### src/rtl/peripheral_bus_interconnect_if.sv
// Peripheral bus bundle: core request/response side plus the fan-out to the slave slots.
// The interconnect uses the slave modport; the core and slave models use master.
interface peripheral_bus_interconnect_if #(
    parameter int unsigned NUM_SLAVES = 4
);
    logic                         peripheral_read_request;
    logic                         peripheral_write_request;
    logic [31:0]                  peripheral_addr;
    logic [31:0]                  peripheral_write_data;
    logic                         peripheral_response;
    logic [31:0]                  peripheral_read_data;
    logic [NUM_SLAVES-1:0]        slave_read_request;
    logic [NUM_SLAVES-1:0]        slave_write_request;
    logic [31:0]                  slave_addr;
    logic [31:0]                  slave_write_data;
    logic [NUM_SLAVES-1:0]        slave_response;
    logic [32*NUM_SLAVES-1:0]     slave_read_data;
    logic                         bus_error;
    logic [31:0]                  error_addr;

    modport master (
        output peripheral_read_request, peripheral_write_request, peripheral_addr,
               peripheral_write_data, slave_response, slave_read_data,
        input  peripheral_response, peripheral_read_data, slave_read_request,
               slave_write_request, slave_addr, slave_write_data, bus_error, error_addr
    );

    modport slave (
        input  peripheral_read_request, peripheral_write_request, peripheral_addr,
               peripheral_write_data, slave_response, slave_read_data,
        output peripheral_response, peripheral_read_data, slave_read_request,
               slave_write_request, slave_addr, slave_write_data, bus_error, error_addr
    );
endinterface

### src/rtl/peripheral_bus_interconnect.sv
// Decodes core peripheral requests onto one-hot slave slots, waits for the slave or a
// timeout, and returns a single-cycle response (with bus_error for unmapped/hung slots).
module peripheral_bus_interconnect #(
    parameter int unsigned NUM_SLAVES     = 4,
    parameter int unsigned SEL_LSB        = 16,
    parameter int unsigned TIMEOUT_CYCLES = 255
) (
    input logic                        clk,
    input logic                        reset,
    peripheral_bus_interconnect_if.slave bus
);
    typedef enum logic [1:0] {StIdle, StAccess, StRespond, StRelease} state_e;

    localparam logic [15:0] TimeoutLast = 16'(TIMEOUT_CYCLES - 1);

    state_e                state_q;
    logic                  pend_q;
    logic                  write_q;
    logic                  err_q;
    logic [3:0]            sel_q;
    logic [15:0]           cnt_q;
    logic [31:0]           data_q;
    logic                  resp_q;
    logic [31:0]           rdata_q;
    logic [NUM_SLAVES-1:0] sreq_rd_q;
    logic [NUM_SLAVES-1:0] sreq_wr_q;
    logic [31:0]           saddr_q;
    logic [31:0]           swdata_q;
    logic                  berr_q;
    logic [31:0]           eaddr_q;

    logic                  req_any;
    logic                  mapped;
    logic                  sel_resp;
    logic [31:0]           sel_rdata;
    logic [NUM_SLAVES-1:0] sel_onehot;

    assign req_any = bus.peripheral_read_request | bus.peripheral_write_request;
    assign mapped  = 32'(sel_q) < NUM_SLAVES;

    // Only the selected slot's response and data are looked at.
    always_comb begin
        sel_resp   = 1'b0;
        sel_rdata  = '0;
        sel_onehot = '0;
        for (int i = 0; i < NUM_SLAVES; i++) begin
            if (sel_q == 4'(i)) begin
                sel_resp      = bus.slave_response[i];
                sel_rdata     = bus.slave_read_data[32*i +: 32];
                sel_onehot[i] = 1'b1;
            end
        end
    end

    always_ff @(posedge clk or negedge reset) begin
        if (!reset) begin
            state_q   <= StIdle;
            pend_q    <= 1'b0;
            write_q   <= 1'b0;
            err_q     <= 1'b0;
            sel_q     <= '0;
            cnt_q     <= '0;
            data_q    <= '0;
            resp_q    <= 1'b0;
            rdata_q   <= '0;
            sreq_rd_q <= '0;
            sreq_wr_q <= '0;
            saddr_q   <= '0;
            swdata_q  <= '0;
            berr_q    <= 1'b0;
            eaddr_q   <= '0;
        end else begin
            resp_q <= 1'b0;
            berr_q <= 1'b0;
            unique case (state_q)
                StIdle: begin
                    // First edge latches the request, the second one decodes it.
                    if (pend_q) begin
                        pend_q <= 1'b0;
                        cnt_q  <= '0;
                        if (mapped) begin
                            sreq_rd_q <= write_q ? '0 : sel_onehot;
                            sreq_wr_q <= write_q ? sel_onehot : '0;
                            state_q   <= StAccess;
                        end else begin
                            err_q   <= 1'b1;
                            data_q  <= '0;
                            state_q <= StRespond;
                        end
                    end else if (req_any) begin
                        pend_q   <= 1'b1;
                        saddr_q  <= bus.peripheral_addr;
                        swdata_q <= bus.peripheral_write_data;
                        write_q  <= ~bus.peripheral_read_request;
                        sel_q    <= bus.peripheral_addr[SEL_LSB+3:SEL_LSB];
                        err_q    <= 1'b0;
                    end
                end
                StAccess: begin
                    cnt_q <= cnt_q + 16'd1;
                    if (sel_resp) begin
                        data_q    <= write_q ? '0 : sel_rdata;
                        sreq_rd_q <= '0;
                        sreq_wr_q <= '0;
                        state_q   <= StRespond;
                    end else if (cnt_q == TimeoutLast) begin
                        err_q     <= 1'b1;
                        data_q    <= '0;
                        sreq_rd_q <= '0;
                        sreq_wr_q <= '0;
                        state_q   <= StRespond;
                    end
                end
                StRespond: begin
                    resp_q  <= 1'b1;
                    rdata_q <= err_q ? '0 : data_q;
                    if (err_q) begin
                        berr_q  <= 1'b1;
                        eaddr_q <= saddr_q;
                    end
                    state_q <= StRelease;
                end
                StRelease: begin
                    if (!req_any) state_q <= StIdle;
                end
            endcase
        end
    end

    assign bus.peripheral_response  = resp_q;
    assign bus.peripheral_read_data = rdata_q;
    assign bus.slave_read_request   = sreq_rd_q;
    assign bus.slave_write_request  = sreq_wr_q;
    assign bus.slave_addr           = saddr_q;
    assign bus.slave_write_data     = swdata_q;
    assign bus.bus_error            = berr_q;
    assign bus.error_addr           = eaddr_q;
endmodule

### src/flat_wrapper.sv
// flat-port wrapper written by rule: the top's interface ports become plain ports
module peripheral_bus_interconnect_flat 
#(
    parameter int unsigned NUM_SLAVES     = 4,
    parameter int unsigned SEL_LSB        = 16,
    parameter int unsigned TIMEOUT_CYCLES = 255
)
  (clk, reset, bus_peripheral_read_request, bus_peripheral_write_request, bus_peripheral_addr, bus_peripheral_write_data, bus_slave_response, bus_slave_read_data, bus_peripheral_response, bus_peripheral_read_data, bus_slave_read_request, bus_slave_write_request, bus_slave_addr, bus_slave_write_data, bus_bus_error, bus_error_addr);
  peripheral_bus_interconnect_if #(.NUM_SLAVES(NUM_SLAVES)) bus_i ();
  input logic clk;
  input logic reset;
  input wire logic [$bits(bus_i.peripheral_read_request)-1:0] bus_peripheral_read_request;
  input wire logic [$bits(bus_i.peripheral_write_request)-1:0] bus_peripheral_write_request;
  input wire logic [$bits(bus_i.peripheral_addr)-1:0] bus_peripheral_addr;
  input wire logic [$bits(bus_i.peripheral_write_data)-1:0] bus_peripheral_write_data;
  input wire logic [$bits(bus_i.slave_response)-1:0] bus_slave_response;
  input wire logic [$bits(bus_i.slave_read_data)-1:0] bus_slave_read_data;
  output wire logic [$bits(bus_i.peripheral_response)-1:0] bus_peripheral_response;
  output wire logic [$bits(bus_i.peripheral_read_data)-1:0] bus_peripheral_read_data;
  output wire logic [$bits(bus_i.slave_read_request)-1:0] bus_slave_read_request;
  output wire logic [$bits(bus_i.slave_write_request)-1:0] bus_slave_write_request;
  output wire logic [$bits(bus_i.slave_addr)-1:0] bus_slave_addr;
  output wire logic [$bits(bus_i.slave_write_data)-1:0] bus_slave_write_data;
  output wire logic [$bits(bus_i.bus_error)-1:0] bus_bus_error;
  output wire logic [$bits(bus_i.error_addr)-1:0] bus_error_addr;
  assign bus_i.peripheral_read_request = bus_peripheral_read_request;
  assign bus_i.peripheral_write_request = bus_peripheral_write_request;
  assign bus_i.peripheral_addr = bus_peripheral_addr;
  assign bus_i.peripheral_write_data = bus_peripheral_write_data;
  assign bus_i.slave_response = bus_slave_response;
  assign bus_i.slave_read_data = bus_slave_read_data;
  assign bus_peripheral_response = bus_i.peripheral_response;
  assign bus_peripheral_read_data = bus_i.peripheral_read_data;
  assign bus_slave_read_request = bus_i.slave_read_request;
  assign bus_slave_write_request = bus_i.slave_write_request;
  assign bus_slave_addr = bus_i.slave_addr;
  assign bus_slave_write_data = bus_i.slave_write_data;
  assign bus_bus_error = bus_i.bus_error;
  assign bus_error_addr = bus_i.error_addr;
  peripheral_bus_interconnect #(.NUM_SLAVES(NUM_SLAVES), .SEL_LSB(SEL_LSB), .TIMEOUT_CYCLES(TIMEOUT_CYCLES)) u_core (.clk(clk), .reset(reset), .bus(bus_i));
endmodule
### config.mk
export PLATFORM = sky130hd
export DESIGN_NAME = peripheral_bus_interconnect_flat
export DESIGN_NICKNAME = d
export VERILOG_FILES = /design/src/rtl/peripheral_bus_interconnect_if.sv /design/src/rtl/peripheral_bus_interconnect.sv /design/src/flat_wrapper.sv
export SDC_FILE = /design/constraint.sdc
export NUM_CORES = 1
export LEC_CHECK = 0
export CAP_MARGIN = 20
export CORE_MARGIN = 3
export CORE_UTILIZATION = 25
export CTS_CLUSTER_SIZE = 16
export DETAILED_ROUTE_END_ITERATION = 16
export SETUP_SLACK_MARGIN = 0.4
export SYNTH_ARGS = -nofsm -noshare
export SYNTH_HDL_FRONTEND = slang
export SYNTH_SLANG_ARGS = --single-unit
export TNS_END_PERCENT = 100
### constraint.sdc
create_clock -name clk -period 3.23 [get_ports clk]
set_input_delay 0.323 -clock clk [delete_from_list [all_inputs] [get_ports clk]]
set_output_delay 0.323 -clock clk [all_outputs]
set_load 0.02 [all_outputs]
==> run summary, run 1 <==
run status: completed
1st-pass router iterations: 4
vias in the first global route: 7542
sequential fraction of the synthesis area: 54.0%
flop2flop setup slack: 820 ps
unrepaired setup endpoints after global routing: no
fin nets: 1362
final WL: 28.3 mm
Sequential Area: 4780 um2
cts bufs inserted: 17
Post-CTS Resized: 0
worst reg2reg startpoint: u_core.bus.slave_addr[19]
Critical Path RT: 3590 ps
Power Density: 956 nW/um2
antenna violations before repair: 2
R2R cell count: 5
post-synthesis average cell area: 10.6 um2
io pins: 338
slew margin rel.: 50.6%
1st-iter DRT viols: 262
detailed placer's ending HPWL: 20.2 mm
Port-buffer cells: 337
Synth Area in Simple Gates: 15.9%
maxcap violations: 0
Compound-Gate Fraction of Synth Area: 12.6%
fin worst setup slack: 817 ps
site row count: 68
first-pass GRT wire length: 44.5 mm
Post-synth top flop: dfrtp_1
DRC violations left: 0
die width: 194 um
maximum buffer depth of the clock tree: 2
CORE AREA: 34700 um2
via count: 7271
CTS H-tree lvls: 4
DR vias/cell: 4.47
starting density of the core: 25.5%
CP Class: flop to flop
Final ANT Viol Nets: 0
Synth Area in XOR/XNOR: 0.990%
final setup TNS: 0 ps
power share of the sequential group: 32.2%
hold depth: 3
commonest non-fill, non-tap cell in the layout: clkdlybuf4s50_1
crit-path max FO: 32
Pleak: 5.89 nW
Sw Share: 40.4%
Post-Layout Inst Area: 13500 um2
Fin. Hold Viols: 0
Avg WL per Cell: 17.4 um
CP Data Arrival Time: 2770 ps
clock transition at the registers of the reported paths: 70 ps
Placed Area: 12800 um2
clock sinks: 191
highest clock rate: 0.414 GHz
Place WS: 738 ps
Clock power frac: 17.6%
Multi-input gate area: 3830 um2
FF+latch count, synth: 191
asr flop ratio synth: 100%
gpl congestion: 0.820
TritonCTS clock tree: built
mapped cell area: 8850 um2
post-synthesis cell type count: 39
GRT Total Usage: 15.0%
die height: 194 um
Internal: 7.67 mW
Synth Instances: 833
reg2reg end: u_core.data_q[31]
Final Max Slew Viols: 0
largest family of logic cells by synthesized area: simple AND/OR/NAND/NOR gates
EDFF count, synth: 0
Adder-Cell Fraction of Synth Area: 0.848%
grt ovf: 0
area growth from synthesis to layout: 52.2%
Worst setup EP type: flop
Hold Path Origin: bus_peripheral_write_data[1]
Fill cells: 3472
Synth Net Count: 1039
commonest non-fill, non-tap cells in the layout: clkdlybuf4s50_1 (336), nand2_1 (241), dfrtp_1 (190), mux2_2 (66), o21ai_0 (45)
Setup Fix Bufs, Post-CTS: 0
origin of the worst setup path: u_core.bus.slave_addr[19]
Startpoint Class: flop
die area: 37700 um2
share of layout cells above drive strength 1: 15.7%
final worst path period need: 2410 ps
Clock Skew: 12.1 ps
Hold Slack: 394 ps
measured slew at the worst slew-check pin: 741 ps
net switching power: 5.20 mW
final setup fails: 0
post-synthesis mux area share: 12.6%
Worst VDD drop: 0.468 mV
Final Core Density: 38.8%
largest net degree at the start of global routing: 87
Synth Warn #: 0
crit share post-route: 74.7%
Hold WC Path Type: input port to flop
Skew-Pair Late Insertion Delay: 450 ps
hold endpoint: u_core.bus.slave_write_data[1]
Gate power share: 50.1%
clock root cell: clkbuf_16
## stage by stage
stage	cells	power (mW)
after floorplan	833	7.70
after global placement	1589	10.6
after detailed placement	1590	10.7
after CTS	1623	13.0
after global routing	1625	13.7
final	1625	12.9
## synthesized netlist by cell type (4+ instances only)
cell	number	area share, %
nand3_1	5	0.28
mux2i_1	37	4.2
nand2_1	242	10
buf_1	6	0.25
nand4_1	6	0.42
mux2_2	66	8.4
clkbuf_1	35	1.5
buf_2	7	0.40
a21oi_1	5	0.28
dfrtp_1	191	54
o2bb2ai_2	30	5.1
inv_1	13	0.55
or3_1	4	0.28
nor3_1	9	0.51
a31o_2	29	2.9
nor2b_1	31	2.2
ha_1	6	0.85
nor2_1	19	0.81
o2bb2ai_1	4	0.40
a21o_1	5	0.42
o21ai_0	46	2.6
and3_1	5	0.35
xnor2_1	7	0.69
## power groups by stage
| stage | combinational [mW] | clock (mW) | sequential (mW) |
|---|---|---|---|
| after floorplan | 2.73 | 0 | 4.97 |
| after global placement | 6.41 | 0 | 4.18 |
| after detailed placement | 6.50 | 0 | 4.18 |
| after CTS | 6.52 | 2.35 | 4.17 |
| after global routing | 7.00 | 2.43 | 4.31 |
| final | 6.45 | 2.27 | 4.15 |
## kinds of logic after synthesis
kind of cell	Yosys count
AOI/OAI and AO/OA	129
DFF	191
buffers and inverters	64
adders and majority gates	6
and+or+nand+nor	330
muxes	103
xor gates and xnor gates	10
## flip-flops by register name (all words and copies together) (netlist names), 2 cells and up
signal and cells:
u_core.bus.slave_write_request 4, u_core.bus.peripheral_read_data 32, u_core.data_q 32, u_core.bus.slave_addr 29, u_core.bus.error_addr 32, u_core.sel_q 3, u_core.bus.slave_write_data 32, u_core.bus.slave_read_request 4
u_core.cnt_q 16, u_core.state_q 2
## area by class of cell
cell class                      instances  share of cell area (%)
Clock buffer                           17                    3.16
Multi-Input combinational cell        578                    28.5
Timing Repair Buffer                  355                    26.8
Inverter                               13                   0.362
Sequential cell                       191                    35.5
Tap cell                              455                    4.23
Antenna cell                            1                  0.0186
Clock inverter                         15                    1.47
## critical path: stages, from the launching register on
cell       delay, ps
dfrtp_1          510
or3_1            470
a2bb2oi_1        190
or4b_2           620
buf_4            310
o2bb2ai_1        200
## repair_timing
item	4_1_cts	5_1_grt
hold buffers	1	0
hold endpoints to repair	84	0
endpoints found under the setup margin	0	0
## metal layers
layer  share of wire (%)  up-vias  track usage [%]  routed length (um)
met5               0.046        -                0                  13
met4                 1.5        2             4.18                 421
met3                 9.2       24             5.99                2600
met2                  46      294             24.4               13000
met1                  43     3465             18.5               12200
li1                    -     3486                -                   -
## how the worst max path moves through the flow
stage	end	slack [ps]	cells past startpoint
detailed placement	u_core.bus.slave_write_data[16]	740	5
finish	u_core.data_q[31]	820	5
global route	u_core.data_q[31]	700	5
global placement	u_core.sel_q[0]	730	5
CTS	u_core.bus.slave_write_data[0]	770	7
floorplan	u_core.data_q[10]	1220	6
No activity file was read; power rests on OpenSTA's default activity.
==> run 2: changes to the inputs <==
Clock period 3.23 ns to 2 ns, I/O delays scaled along.
==> run summary, run 2 (same netlist as run 1, synthesis figures left out) <==
final worst path period need: 1980 ps (-437 ps)
Critical Path RT: 2360 ps (-1230 ps)
net switching power: 9.66 mW (+86%)
TritonCTS clock tree: built
Hold WC Path Type: input port to flop
Power Density: 1530 nW/um2 (+60%)
highest clock rate: 0.506 GHz (+22%)
Worst VDD drop: 0.939 mV (+100%)
final WL: 31.8 mm (+12%)
Crit-path slowest cell: or4b_4
Final ANT Viol Nets: 0 (unchanged)
unrepaired setup endpoints after global routing: yes
site row count: 68 (unchanged)
# placed instances: 1619 (+1.8%)
CP Class: flop to flop
clock root cell: clkbuf_16
cts bufs inserted: 17 (unchanged)
Skew-Pair Late Insertion Delay: 440 ps (about the same)
maximum buffer depth of the clock tree: 2 (unchanged)
DR vias/cell: 4.57 (+2.0%)
antenna violations before repair: 0 (-2)
GRT Total Usage: 15.8% (+0.80 points)
Port-buffer cells: 337 (unchanged)
final setup fails: 0 (unchanged)
Pleak: 7.22 nW (+23%)
vias in the first global route: 8095 (+7.3%)
clock transition at the registers of the reported paths: 80 ps (about the same)
Fin. Hold Viols: 0 (unchanged)
Gate power share: 56.1% (+6.0 points)
grt ovf: 0 (unchanged)
fin nets: 1444 (+6.0%)
Final Instance Count excl. Fillers: 1706 (+5.0%)
crit share post-route: 98.8% (+24 points)
CP Data Arrival Time: 2340 ps (-430 ps)
commonest non-fill, non-tap cell in the layout: clkdlybuf4s50_1
met3 Use GR: 5.91% (-0.087 points)
maxcap violations: 0 (unchanged)
Fill cells: 3301 (-4.9%)
die height: 194 um (unchanged)
clock sinks: 191 (unchanged)
Hold Slack: 287 ps (-106 ps)
met2 Use GR: 25.9% (+1.5 points)
starting density of the core: 25.5% (unchanged)
DRC violations left: 0 (unchanged)
CORE AREA: 34700 um2 (unchanged)
measured slew at the worst slew-check pin: 568 ps (-173 ps)
power share of the sequential group: 29.2% (-3.0 points)
Startpoint Class: flop
area growth from synthesis to layout: 72.9%
largest net degree at the start of global routing: 68 (-22%)
Clock power frac: 14.8% (-2.8 points)
Final Max Slew Viols: 0 (unchanged)
die width: 194 um (unchanged)
commonest non-fill, non-tap cells in the layout: clkdlybuf4s50_1 (198), dfrtp_1 (188), dlygate4sd2_1 (133), nand2_1 (129), nand2_2 (74)
grt peak-use layer: met2
Internal: 13.8 mW (+79%)
detailed placer's ending HPWL: 20.7 mm (+2.5%)
CP max stage delay: 590 ps (-30 ps)
share of layout cells above drive strength 1: 33.2% (+18 points)
via count: 7788 (+7.1%)
io pins: 338 (unchanged)
ant diodes: 0 (-1)
first-pass GRT wire length: 47.2 mm (+6.0%)
GR Util met1: 19.6% (+1.1 points)
CTS H-tree lvls: 4 (unchanged)
crit path cell chain: or3_4 > a2bb2oi_2 > or4b_4 > buf_12 > o2bb2ai_2
final setup TNS: 0 ps (unchanged)
crit-path max FO: 16 (-50%)
Worst setup EP type: flop
1st-iter DRT viols: 263 (+0.38%)
run status: completed
1st-pass router iterations: 4 (unchanged)
die area: 37700 um2 (unchanged)
gpl congestion: 0.805 (-1.8%)
Sw Share: 41.3% (+0.82 points)
Clock Skew: 10.1 ps (-2.04 ps)
slew margin rel.: 62.2% (+12 points)
Avg WL per Cell: 18.6 um (+7.1%)
run 2: timing repair:
item,CTS,global route
setup buffers,21,13
endpoints found under the hold margin,54,0
pin swaps,109,57
resized for setup,284,120
endpoints found under the setup margin,252,160
hold buffers,1,0
gates cloned,8,12
run 2: per-layer routing:
layer | vias to the layer above | routed length [um] | part of all wire, %
li1 | 3671 | - | -
met1 | 3796 | 13400 | 42
met2 | 298 | 15500 | 49
met3 | 23 | 2480 | 7.8
met4 | 0 | 475 | 1.5
met5 | - | 0 | 0
run 2: critical path: cells and delay by family (launching register included):
| kind | cells | cell delay (ps) |
|---|---|---|
| AOI/OAI and AO/OA | 2 | 310 |
| buffers and inverters | 1 | 190 |
| DFF | 1 | 400 |
| and+or+nand+nor | 2 | 990 |
run 2: per-stage QoR:
step	util [%]	cell area (um2)	setup slack, ps	power [mW]
final	44.1	15300	23.8	23.4
after global routing	44.1	15300	-20.7	24.8
after CTS	41.6	14400	13.3	21.9
after detailed placement	37.7	13100	-82.5	17.6
after global placement	37.7	13100	-58.3	17.5
after floorplan	-	8920	24.3	12.6
run 2: path summary, 6_finish.rpt:
check,from,end,slack [ps],depth (start not counted)
worst max-delay path,u_core.bus.slave_addr[19],u_core.data_q[8],20,5
worst min-delay path,bus_peripheral_write_data[31],u_core.bus.slave_write_data[31],290,3
worst max register to register,u_core.bus.slave_addr[19],u_core.data_q[8],20,5
worst min register to register,u_core.bus.slave_write_data[10],u_core.bus.slave_write_data[10],480,2
max in group asynchronous,reset,u_core.sel_q[0],980,3
min in group asynchronous,reset,u_core.bus.peripheral_read_data[3],300,2
run 2: power groups by stage:
stage,clock network [mW],logic (mW),registers (mW)
6_report,3.46,13.1,6.83
4_1_cts,3.59,11.7,6.70
3_3_place_gp,0,10.9,6.62
2_1_floorplan,0,4.54,8.05
3_5_place_dp,0,10.9,6.66
5_1_grt,3.74,14.0,7.06
run 2: cell type report:
| cell class | count | area [um2] | share of cell area [%] |
|---|---|---|---|
| Sequential cell | 191 | 4790 | 31.3 |
| Inverter | 13 | 48.8 | 0.319 |
| Tap cell | 455 | 569 | 3.72 |
| Clock inverter | 11 | 123 | 0.801 |
| Clock buffer | 21 | 470 | 3.07 |
| Timing Repair Buffer | 437 | 4640 | 30.3 |
| Multi-Input combinational cell | 578 | 4660 | 30.5 |
